### src/rtl/median_pkg.sv
// Types and helpers shared by the median filter pipeline: pixel/column
// typedefs and the small compare primitives used by the sorting network.
package median_pkg;
  localparam int PIX_W = 24;
  localparam int CH_W  = 8;
  localparam int COL_W = 11;
  localparam int ROW_W = 10;

  typedef logic [PIX_W-1:0] pixel_t;
  typedef logic [CH_W-1:0]  chan_t;

  typedef struct packed {
    pixel_t prev;
    pixel_t cur;
    pixel_t next;
  } column_t;

  // Source of the left/centre/right window columns, picked at launch time
  // depending on edge replication and whether the shift register moved.
  typedef enum logic [1:0] {
    WIN_NORM       = 2'd0,
    WIN_LREP       = 2'd1,
    WIN_FLUSH_SH   = 2'd2,
    WIN_FLUSH_HOLD = 2'd3
  } win_sel_e;

  function automatic chan_t min2(input chan_t a, input chan_t b);
    return (a < b) ? a : b;
  endfunction

  function automatic chan_t max2(input chan_t a, input chan_t b);
    return (a < b) ? b : a;
  endfunction

  function automatic chan_t min3(input chan_t a, input chan_t b, input chan_t c);
    return min2(min2(a, b), c);
  endfunction

  function automatic chan_t max3(input chan_t a, input chan_t b, input chan_t c);
    return max2(max2(a, b), c);
  endfunction

  function automatic chan_t med3(input chan_t a, input chan_t b, input chan_t c);
    return max2(min2(a, b), min2(max2(a, b), c));
  endfunction
endpackage

### src/rtl/median3x3_filter_if.sv
// Pixel stream bundle between the line buffer, the median filter and the packer.
// valid_i qualifies the three line pixels for one cycle and every valid column is
// accepted (no ready); valid_o qualifies data_o, eol_o and eof_o for one cycle.
interface median3x3_filter_if #(
  parameter int DATA_W = 24
);
  logic              valid_i;
  logic [DATA_W-1:0] prev_line_data_i;
  logic [DATA_W-1:0] cur_line_data_i;
  logic [DATA_W-1:0] next_line_data_i;
  logic              valid_o;
  logic [DATA_W-1:0] data_o;
  logic              eol_o;
  logic              eof_o;

  modport master (
    output valid_i, prev_line_data_i, cur_line_data_i, next_line_data_i,
    input  valid_o, data_o, eol_o, eof_o
  );

  modport slave (
    input  valid_i, prev_line_data_i, cur_line_data_i, next_line_data_i,
    output valid_o, data_o, eol_o, eof_o
  );
endinterface

### src/rtl/median9_ch.sv
// Three-stage registered median-of-9 for one 8-bit channel: column sort,
// lo/mid/hi reduction, final median of three.
module median9_ch
  import median_pkg::*;
(
  input  logic        clk,
  input  logic        rst_n,
  input  chan_t [2:0] col_l,
  input  chan_t [2:0] col_c,
  input  chan_t [2:0] col_r,
  output chan_t       med
);
  chan_t [2:0][2:0] win;
  chan_t [2:0]      lo_q, mid_q, hi_q;
  chan_t            a_q, b_q, c_q;

  assign win = {col_r, col_c, col_l};

  always_ff @(posedge clk or negedge rst_n) begin
    if (!rst_n) begin
      lo_q  <= '0;
      mid_q <= '0;
      hi_q  <= '0;
      a_q   <= '0;
      b_q   <= '0;
      c_q   <= '0;
      med   <= '0;
    end else begin
      for (int i = 0; i < 3; i++) begin
        lo_q[i]  <= min3(win[i][0], win[i][1], win[i][2]);
        mid_q[i] <= med3(win[i][0], win[i][1], win[i][2]);
        hi_q[i]  <= max3(win[i][0], win[i][1], win[i][2]);
      end
      a_q <= max3(lo_q[0], lo_q[1], lo_q[2]);
      b_q <= med3(mid_q[0], mid_q[1], mid_q[2]);
      c_q <= min3(hi_q[0], hi_q[1], hi_q[2]);
      med <= med3(a_q, b_q, c_q);
    end
  end
endmodule

### src/rtl/median3x3_filter.sv
// 3x3 per-channel median filter: column shift register, left/right edge
// replication, line flush, output position counters and valid/eol/eof delay.
module median3x3_filter
  import median_pkg::column_t, median_pkg::chan_t, median_pkg::CH_W,
         median_pkg::win_sel_e, median_pkg::WIN_NORM, median_pkg::WIN_LREP,
         median_pkg::WIN_FLUSH_SH, median_pkg::WIN_FLUSH_HOLD;
#(
  parameter int DATA_W = 24,
  parameter int COL_W  = 11,
  parameter int ROW_W  = 10
) (
  input  logic                 clk,
  input  logic                 reset_n,
  input  logic [COL_W-1:0]     img_width,
  input  logic [ROW_W-1:0]     img_height,
  median3x3_filter_if.slave    bus
);
  column_t          c_new, c_mid, c_old, col_in;
  column_t          win_l, win_c, win_r;
  logic [COL_W-1:0] in_col, out_col, last_col;
  logic [ROW_W-1:0] out_row, last_row;
  logic             flush_pend, launch, in_last;
  win_sel_e         win_sel;
  logic [3:0]       v_pipe, eol_pipe, eof_pipe;
  chan_t            med_ch [3];

  assign col_in   = {bus.prev_line_data_i, bus.cur_line_data_i, bus.next_line_data_i};
  assign last_col = img_width - COL_W'(1);
  assign last_row = img_height - ROW_W'(1);
  assign in_last  = (in_col == last_col);
  // Column 0 never launches, so a flush and a fresh line start cannot collide.
  assign launch   = flush_pend || (bus.valid_i && (in_col != '0));

  always_ff @(posedge clk or negedge reset_n) begin
    if (!reset_n) begin
      c_new      <= '0;
      c_mid      <= '0;
      c_old      <= '0;
      in_col     <= '0;
      flush_pend <= 1'b0;
    end else begin
      if (bus.valid_i) begin
        c_old  <= c_mid;
        c_mid  <= c_new;
        c_new  <= col_in;
        in_col <= in_last ? '0 : in_col + COL_W'(1);
      end
      flush_pend <= bus.valid_i && in_last;
    end
  end

  // The window is read from the shift register one edge after launch, so the
  // selector records where the columns will sit by then.
  always_ff @(posedge clk or negedge reset_n) begin
    if (!reset_n) begin
      win_sel  <= WIN_NORM;
      out_col  <= '0;
      out_row  <= '0;
      v_pipe   <= '0;
      eol_pipe <= '0;
      eof_pipe <= '0;
    end else begin
      v_pipe   <= {v_pipe[2:0], launch};
      eol_pipe <= {eol_pipe[2:0], launch && (out_col == last_col)};
      eof_pipe <= {eof_pipe[2:0], launch && (out_col == last_col) && (out_row == last_row)};
      if (launch) begin
        if (flush_pend) win_sel <= bus.valid_i ? WIN_FLUSH_SH : WIN_FLUSH_HOLD;
        else            win_sel <= (in_col == COL_W'(1)) ? WIN_LREP : WIN_NORM;
        if (out_col == last_col) begin
          out_col <= '0;
          out_row <= (out_row == last_row) ? '0 : out_row + ROW_W'(1);
        end else begin
          out_col <= out_col + COL_W'(1);
        end
      end
    end
  end

  always_comb begin
    win_l = c_old;
    win_c = c_mid;
    win_r = c_new;
    case (win_sel)
      WIN_LREP:     win_l = c_mid;
      WIN_FLUSH_SH: win_r = c_mid;
      WIN_FLUSH_HOLD: begin
        win_l = c_mid;
        win_c = c_new;
      end
      default: ;
    endcase
  end

  for (genvar ch = 0; ch < 3; ch++) begin : g_ch
    median9_ch u_med (
      .clk   (clk),
      .rst_n (reset_n),
      .col_l ({win_l.next[ch*CH_W +: CH_W], win_l.cur[ch*CH_W +: CH_W], win_l.prev[ch*CH_W +: CH_W]}),
      .col_c ({win_c.next[ch*CH_W +: CH_W], win_c.cur[ch*CH_W +: CH_W], win_c.prev[ch*CH_W +: CH_W]}),
      .col_r ({win_r.next[ch*CH_W +: CH_W], win_r.cur[ch*CH_W +: CH_W], win_r.prev[ch*CH_W +: CH_W]}),
      .med   (med_ch[ch])
    );
  end

  assign bus.valid_o = v_pipe[3];
  assign bus.data_o  = {med_ch[2], med_ch[1], med_ch[0]};
  assign bus.eol_o   = eol_pipe[3];
  assign bus.eof_o   = eof_pipe[3];
endmodule

### src/flat_wrapper.sv
// flat-port wrapper written by rule: the top's interface ports become plain ports
module median3x3_filter_flat import median_pkg::column_t, median_pkg::chan_t, median_pkg::CH_W,
         median_pkg::win_sel_e, median_pkg::WIN_NORM, median_pkg::WIN_LREP,
         median_pkg::WIN_FLUSH_SH, median_pkg::WIN_FLUSH_HOLD;
#(
  parameter int DATA_W = 24,
  parameter int COL_W  = 11,
  parameter int ROW_W  = 10
)
  (clk, reset_n, img_width, img_height, bus_valid_i, bus_prev_line_data_i, bus_cur_line_data_i, bus_next_line_data_i, bus_valid_o, bus_data_o, bus_eol_o, bus_eof_o);
  median3x3_filter_if #(.DATA_W(DATA_W)) bus_i ();
  input  logic clk;
  input  logic reset_n;
  input  logic [COL_W-1:0] img_width;
  input  logic [ROW_W-1:0] img_height;
  input wire logic [$bits(bus_i.valid_i)-1:0] bus_valid_i;
  input wire logic [$bits(bus_i.prev_line_data_i)-1:0] bus_prev_line_data_i;
  input wire logic [$bits(bus_i.cur_line_data_i)-1:0] bus_cur_line_data_i;
  input wire logic [$bits(bus_i.next_line_data_i)-1:0] bus_next_line_data_i;
  output wire logic [$bits(bus_i.valid_o)-1:0] bus_valid_o;
  output wire logic [$bits(bus_i.data_o)-1:0] bus_data_o;
  output wire logic [$bits(bus_i.eol_o)-1:0] bus_eol_o;
  output wire logic [$bits(bus_i.eof_o)-1:0] bus_eof_o;
  assign bus_i.valid_i = bus_valid_i;
  assign bus_i.prev_line_data_i = bus_prev_line_data_i;
  assign bus_i.cur_line_data_i = bus_cur_line_data_i;
  assign bus_i.next_line_data_i = bus_next_line_data_i;
  assign bus_valid_o = bus_i.valid_o;
  assign bus_data_o = bus_i.data_o;
  assign bus_eol_o = bus_i.eol_o;
  assign bus_eof_o = bus_i.eof_o;
  median3x3_filter #(.DATA_W(DATA_W), .COL_W(COL_W), .ROW_W(ROW_W)) u_core (.clk(clk), .reset_n(reset_n), .img_width(img_width), .img_height(img_height), .bus(bus_i));
endmodule
### config.mk
export PLATFORM = sky130hd
export DESIGN_NAME = median3x3_filter_flat
export DESIGN_NICKNAME = d
export VERILOG_FILES = /design/src/rtl/median_pkg.sv /design/src/rtl/median3x3_filter_if.sv /design/src/rtl/median9_ch.sv /design/src/rtl/median3x3_filter.sv /design/src/flat_wrapper.sv
export SDC_FILE = /design/constraint.sdc
export NUM_CORES = 2
export LEC_CHECK = 0
export ABC_AREA = 0
export BUFFER_PORTS_ARGS = -buffer_cell sky130_fd_sc_hd__buf_2
export CORE_MARGIN = 2
export CORE_UTILIZATION = 58
export DETAILED_ROUTE_END_ITERATION = 6
export PLACE_DENSITY = 0.87
export SYNTH_ARGS = -nofsm -noshare
export SYNTH_HDL_FRONTEND = slang
export SYNTH_SLANG_ARGS = --single-unit
### constraint.sdc
create_clock -name clk -period 13.3 [get_ports clk]
set_input_delay 1.995 -clock clk [delete_from_list [all_inputs] [get_ports clk]]
set_output_delay 1.995 -clock clk [all_outputs]
set_load 0.05 [all_outputs]
* After elaboration in Yosys (flattened, before gate mapping) *
Index checks and enable logic that the tools add are counted.

storage, ports and cells
  input bits = 96
  bits in latches = 0
  output and inout port bits = 27
  bits in read-only memories = 0
  memory bits (writable) = 0
  memories kept = 0
  word-level logic and storage cells = 241
  bits in registers = 575

cells by class
  order comparisons = 66
  $mul = 0
  $add $sub $neg = 5
  bitwise gates (word level) = 0
  eq/ne operators = 7
  divide/modulo/power cells = 0
  muxes and demuxes = 99
  reduce and logical (&&, ||, !) cells = 8
  shift operators = 0

operators with widths
  operator                                             count
  two-way mux 8 bit                                    90
  less-than comparator 8 bit                           66
  two-way mux 72 bit                                   3
  adder 11 x 1 -> 11 bit (second input constant)       2
  == test 11 bit                                       2
  two-way mux 11 bit                                   2
  == test 11 x 1 -> 1 bit (second input constant)      1
  nonzero test 11 bit                                  1
  subtractor 11 x 1 -> 11 bit (second input constant)  1
  adder 10 x 1 -> 10 bit (second input constant)       1
  == test 10 bit                                       1
  two-way mux 10 bit                                   1
  subtractor 10 x 1 -> 10 bit (second input constant)  1
  == test 2 bit (second input constant)                2
  logical AND 1 bit                                    4
  == test 2 x 1 -> 1 bit (second input constant)       1
  two-way mux 1 bit                                    2
  two-way mux 2 bit                                    1
  AND reduction 2 bit                                  1
  OR reduction 2 bit                                   1
  logical OR 1 bit                                     1

* Logic depth before layout (Yosys ltp) *
  word-level depth = 9
  gate-level depth with buffers = 34

* By module *
Synthesis repeated with hierarchy kept, for this count alone.

unflattened totals
  cells, all modules = 4199
  area, all modules = 42057.8 um2

by module, submodules not included
  module                                  sequential area each (um2)  times used  area an instance (um2)  cells an instance
  median9_ch at u_core.g_ch[0].u_med ...  2602.5                      2           9397.8                  1002
  median3x3_filter                        6581.3                      1           13772.0                 1088
  median9_ch at u_core.g_ch[2].u_med      2602.5                      1           9490.4                  1107

* Worst setup path before layout *
OpenSTA, ideal clock, no wires.

  kind = register -> register
  from = register u_core.win_sel[0]
  to = register u_core.g_ch[1].u_med.mid_q[1] (netlist bit)
  slack = 6.043 ns
  buffers on the path = 7
  clock period less this slack = 7.257 ns
  library setup time = 0.125 ns
  arrival = 7.132 ns
  cell stages (with the launch flop) = 31
  required time = 13.175 ns
  cell sequence = dfrtp_1 buf_4 buf_4 buf_1 buf_1 mux2_2 ha_1 a21o_1 a21o_1 nor3_1 o21ai_0 a31oi_2 clkbuf_1 a21oi_1 ha_1 a21o_1 a21o_1 a21oi_1 nand3_1 o211ai_1 buf_2 mux2i_1 ha_1 a21oi_1 nor2b_1 o21ai_0 nand2_1 a31oi_1 o21a_1 buf_2 mux2_2

between the ends
  cells in the longest elaborated chain, start to end = 9
  elaborated cells on any way between the ends = 11

ends and longest elaborated chain
  element                                                         RTL line                            text
  from (decl)                                                     median3x3_filter.sv:23              win_sel_e win_sel;
  from (signal assigned)                                          median3x3_filter.sv:67              if (flush_pend) win_sel <= bus.valid_i ? WIN_FLUSH_SH : WIN_FLUSH_HOLD;
  from (signal assigned)                                          median3x3_filter.sv:68              else win_sel <= (in_col == COL_W'(1)) ? WIN_LREP : WIN_NORM;
  == test 2 x 1 -> 1 bit / == test 2 bit (equally long branches)  median3x3_filter.sv:83              case (win_sel)
  OR reduction 2 bit (no line) *                                  --
  two-way mux 72 bit *                                            median3x3_filter.sv:83
  less-than comparator 8 bit                                      median_pkg.sv:28, median_pkg.sv:32
  two-way mux 8 bit                                               median_pkg.sv:32                    return (a < b) ? b : a;
  less-than comparator 8 bit                                      median_pkg.sv:28                    return (a < b) ? a : b;
  two-way mux 8 bit                                               median_pkg.sv:28
  less-than comparator 8 bit                                      median_pkg.sv:32
  two-way mux 8 bit *                                             median_pkg.sv:32
  to (signal, indexed assignment)                                 median9_ch.sv:31                    mid_q[i] <= med3(win[i][0], win[i][1], win[i][2]);
  to (decl)                                                       median9_ch.sv:14                    chan_t [2:0] lo_q, mid_q, hi_q;

Mark *: on every way between the ends. The rest lies on a longest branch, timed or not.
A chain may end at the register's enable or synchronous reset.

* Worst setup path in the final report *
  from = register u_core.win_sel[0]
  to = register u_core.g_ch[1].u_med.mid_q[8] (netlist bit)

between the ends
  cells in the longest elaborated chain, start to end = 8
  elaborated cells on any way between the ends = 9

ends and longest elaborated chain
  element                     RTL line
  == test 2 bit *             median3x3_filter.sv:83
  two-way mux 72 bit *        median3x3_filter.sv:83
  less-than comparator 8 bit  median_pkg.sv:28, median_pkg.sv:32
  two-way mux 8 bit           median_pkg.sv:32
  less-than comparator 8 bit  median_pkg.sv:28
  two-way mux 8 bit           median_pkg.sv:28
  less-than comparator 8 bit  median_pkg.sv:32
  two-way mux 8 bit *         median_pkg.sv:32

Marks and branches as above.

==> flow_summary.json <==
{
  "post_cts_buffers": 0,
  "crit_slowest_cell": "o22ai_2",
  "final_cell_mix": "dfrtp_1, ha_1, mux2i_1, inv_1, mux2_2",
  "routedWlPerCell_um": 20.59,
  "cts_tree": "yes",
  "cts.sink_count": 575,
  "fin_skew_ps": 24.32,
  "grt_first_pass_wirelength_um": 174200,
  "antenna_found_initial": 8,
  "yosysSeqAreaShare_pct": 34.92,
  "setup_tns_ps": 0,
  "startpoint": "u_core.win_sel[0]$_DFFE_PN0N_",
  "wl_met2_um": 50030,
  "timing_worst_setup_path_type": "reg2reg",
  "numCtsBuffers": 66,
  "max_stage_delay_ps": 830,
  "ios": 123,
  "crit_arrival_ps": 9400,
  "post-route-period-util_pct": 66.91,
  "r2r_slack_ps": 4400,
  "fin_util_pct": 64.16,
  "syn_nets": 4799,
  "min_from": "u_core.eol_pipe[0]$_DFF_PN0_",
  "synth.distinct_cells": 96,
  "firstDrtPassIters": 6,
  "cts_htree_levels": 3,
  "status": "completed",
  "slew_violations": 0,
  "dieWidth_um": 270.5,
  "start_util_pct": 58.73,
  "cts_buffer_depth": 3,
  "wirelength_um": 109200,
  "synth_area_leaders": "dfrtp_1, ha_1, mux2i_1",
  "grt_pass1_vias": 32480,
  "synth_ff_type": "dfrtp_1",
  "nets": 4871,
  "holdCritPathClass": "reg2reg",
  "synthArstFlopShare_pct": 100.0,
  "track_usage_pct": 29.66,
  "area_growth_pct": 9.232,
  "cp-start-kind": "flip-flop",
  "slew_headroom_pct": 16.53,
  "yosys_warnings": 0,
  "rsz0062_at_grt": "false",
  "m1WireLength_um": 46240,
  "cap_violations": 0,
  "post-route-min-period_ps": 8899,
  "via_count": 32838,
  "io_buffer_count": 122,
  "dp_worst_setup_slack_ps": 4635,
  "die_h_um": 270.5,
  "tightestPinTransition_ps": 1246,
  "grt_max_degree": 175,
  "synth.avg_cell_area_um2": 9.724,
  "critical_path.top_delay_family": "compound AO/OA/AOI/OAI gates",
  "viasPerCell": 6.190,
  "drive_gt1_share_pct": 15.85,
  "globalRouteOverflowTotal": 0,
  "worst_r2r_startpoint": "u_core.win_sel[0]$_DFFE_PN0N_",
  "cts-resized-gates": 0,
  "placementRows": 97,
  "hold_ws_ps": 350.0,
  "drc_errors": 0,
  "setup_slack_ps": 4401,
  "yosysTopAreaCellShare_pct": 34.92,
  "crit_path_max_fanout": 47,
  "hpwl_um": 81910,
  "synth_edf_count": 0,
  "clk_latency_ps": 630,
  "ys_ff_latch": 575,
  "design.die.area_um2": 73190,
  "layout_commonest_cell": "dfrtp_1",
  "fp.coreArea_um2": 70150,
  "first_iter_violations": 3210,
  "path_clk_slew_ps": 60,
  "ant_nets": 0,
  "endpoint_kind": "flip-flop",
  "ctsHoldBuffers": 0,
  "setup_viol": 0,
  "crit_required_ps": 13800,
  "yosys.area.top_type": "dfrtp_1",
  "syn_inst": 4237,
  "routabilityCongestion": 0.9581,
  "top_layer_used": "met5",
  "cp_num_buf_inv": 2,
  "dr_wl_met3_um": 8436,
  "syn_area_um2": 41200,
  "fmax_mhz": 112.4,
  "finalHoldViolCount": 0,
  "cts-root-buf": "clkbuf_16"
}
## Yosys cell counts, types with 28 or more instances
| cell type | count |
|---|---|
| nand4_1 | 33 |
| a21o_1 | 74 |
| clkbuf_1 | 92 |
| and3_1 | 32 |
| ha_1 | 466 |
| inv_1 | 394 |
| nand3_1 | 81 |
| mux2i_1 | 437 |
| nand2_1 | 293 |
| mux2_2 | 352 |
| xnor2_1 | 37 |
| a21oi_1 | 258 |
| o21ai_0 | 309 |
| o21a_1 | 29 |
| buf_1 | 28 |
| nor2b_1 | 35 |
| nor3_1 | 45 |
| nor2_1 | 235 |
| nand2b_1 | 57 |
| dfrtp_1 | 575 |
## kinds of logic (layout without fill, tap and decap cells)
logic type | after synthesis | count (layout) | synth area share, %
simple gates | 918 | 918 | 10.67
compound gates | 885 | 885 | 13.41
mux | 795 | 795 | 20.56
flops | 575 | 575 | 34.92
buf+inv | 540 | 663 | 4.998
fa+ha+maj | 470 | 470 | 14.25
xor+xnor | 54 | 54 | 1.181
other cells | 0 | 5 | 0
## sequential cells by signal (all words and copies together), names as in the netlist, 72 cells and up
name and count:
u_core.g_ch.u_med.lo_q 72, u_core.g_ch.u_med.mid_q 72, u_core.c_new 72, u_core.c_old 72, u_core.c_mid 72, u_core.g_ch.u_med.hi_q 72
## path summary, 6_finish.rpt
check                      cells after the start                                       to
setup / recovery                              25  u_core.g_ch[1].u_med.mid_q[8]$_DFF_PN0_
hold / removal                                 0             u_core.eol_pipe[1]$_DFF_PN0_
setup reg to reg                              25  u_core.g_ch[1].u_med.mid_q[8]$_DFF_PN0_
hold reg to reg                                0             u_core.eol_pipe[1]$_DFF_PN0_
max in group asynchronous                      3    u_core.g_ch[1].u_med.c_q[4]$_DFF_PN0_
min in group asynchronous                      1    u_core.g_ch[2].u_med.med[3]$_DFF_PN0_
## metrics by stage
stage,instance area (µm²),instances
final,45010,5305
after global routing,45000,5303
after CTS,44990,5300
after detailed placement,42690,5181
after global placement,42690,5181
after floorplan,41200,4237
## metal layers
metal / vias up / track usage [%]
li1: 15320 / -
met2: 1299 / 47.87
met3: 271 / 5.157
met1: 15942 / 39.39
met5: - / 0
met4: 6 / 12.61
## worst reg2reg max path: cells and delay by family (launching register included)
kind,cells,cell delay (ps)
multiplexers,3,1400
adder cells (fa/ha/maj),3,940
flip-flops,1,740
AO/OA/AOI/OAI,10,2840
buffers and inverters,2,830
AND/OR/NAND/NOR,7,2030
## layout make-up
class	instances	area (µm²)
antenna	5	12.51
timing repair buffer	146	823.3
multi-input combinational	3122	24800
clock buffer	79	1770
inverter	398	1494
tap	940	1176
sequential	575	14390
fill	5412	25140
clock inverter	40	535.5
Power is not shown: default switching activity piles up to over one toggle a cycle in this logic, so the estimate is an artifact.
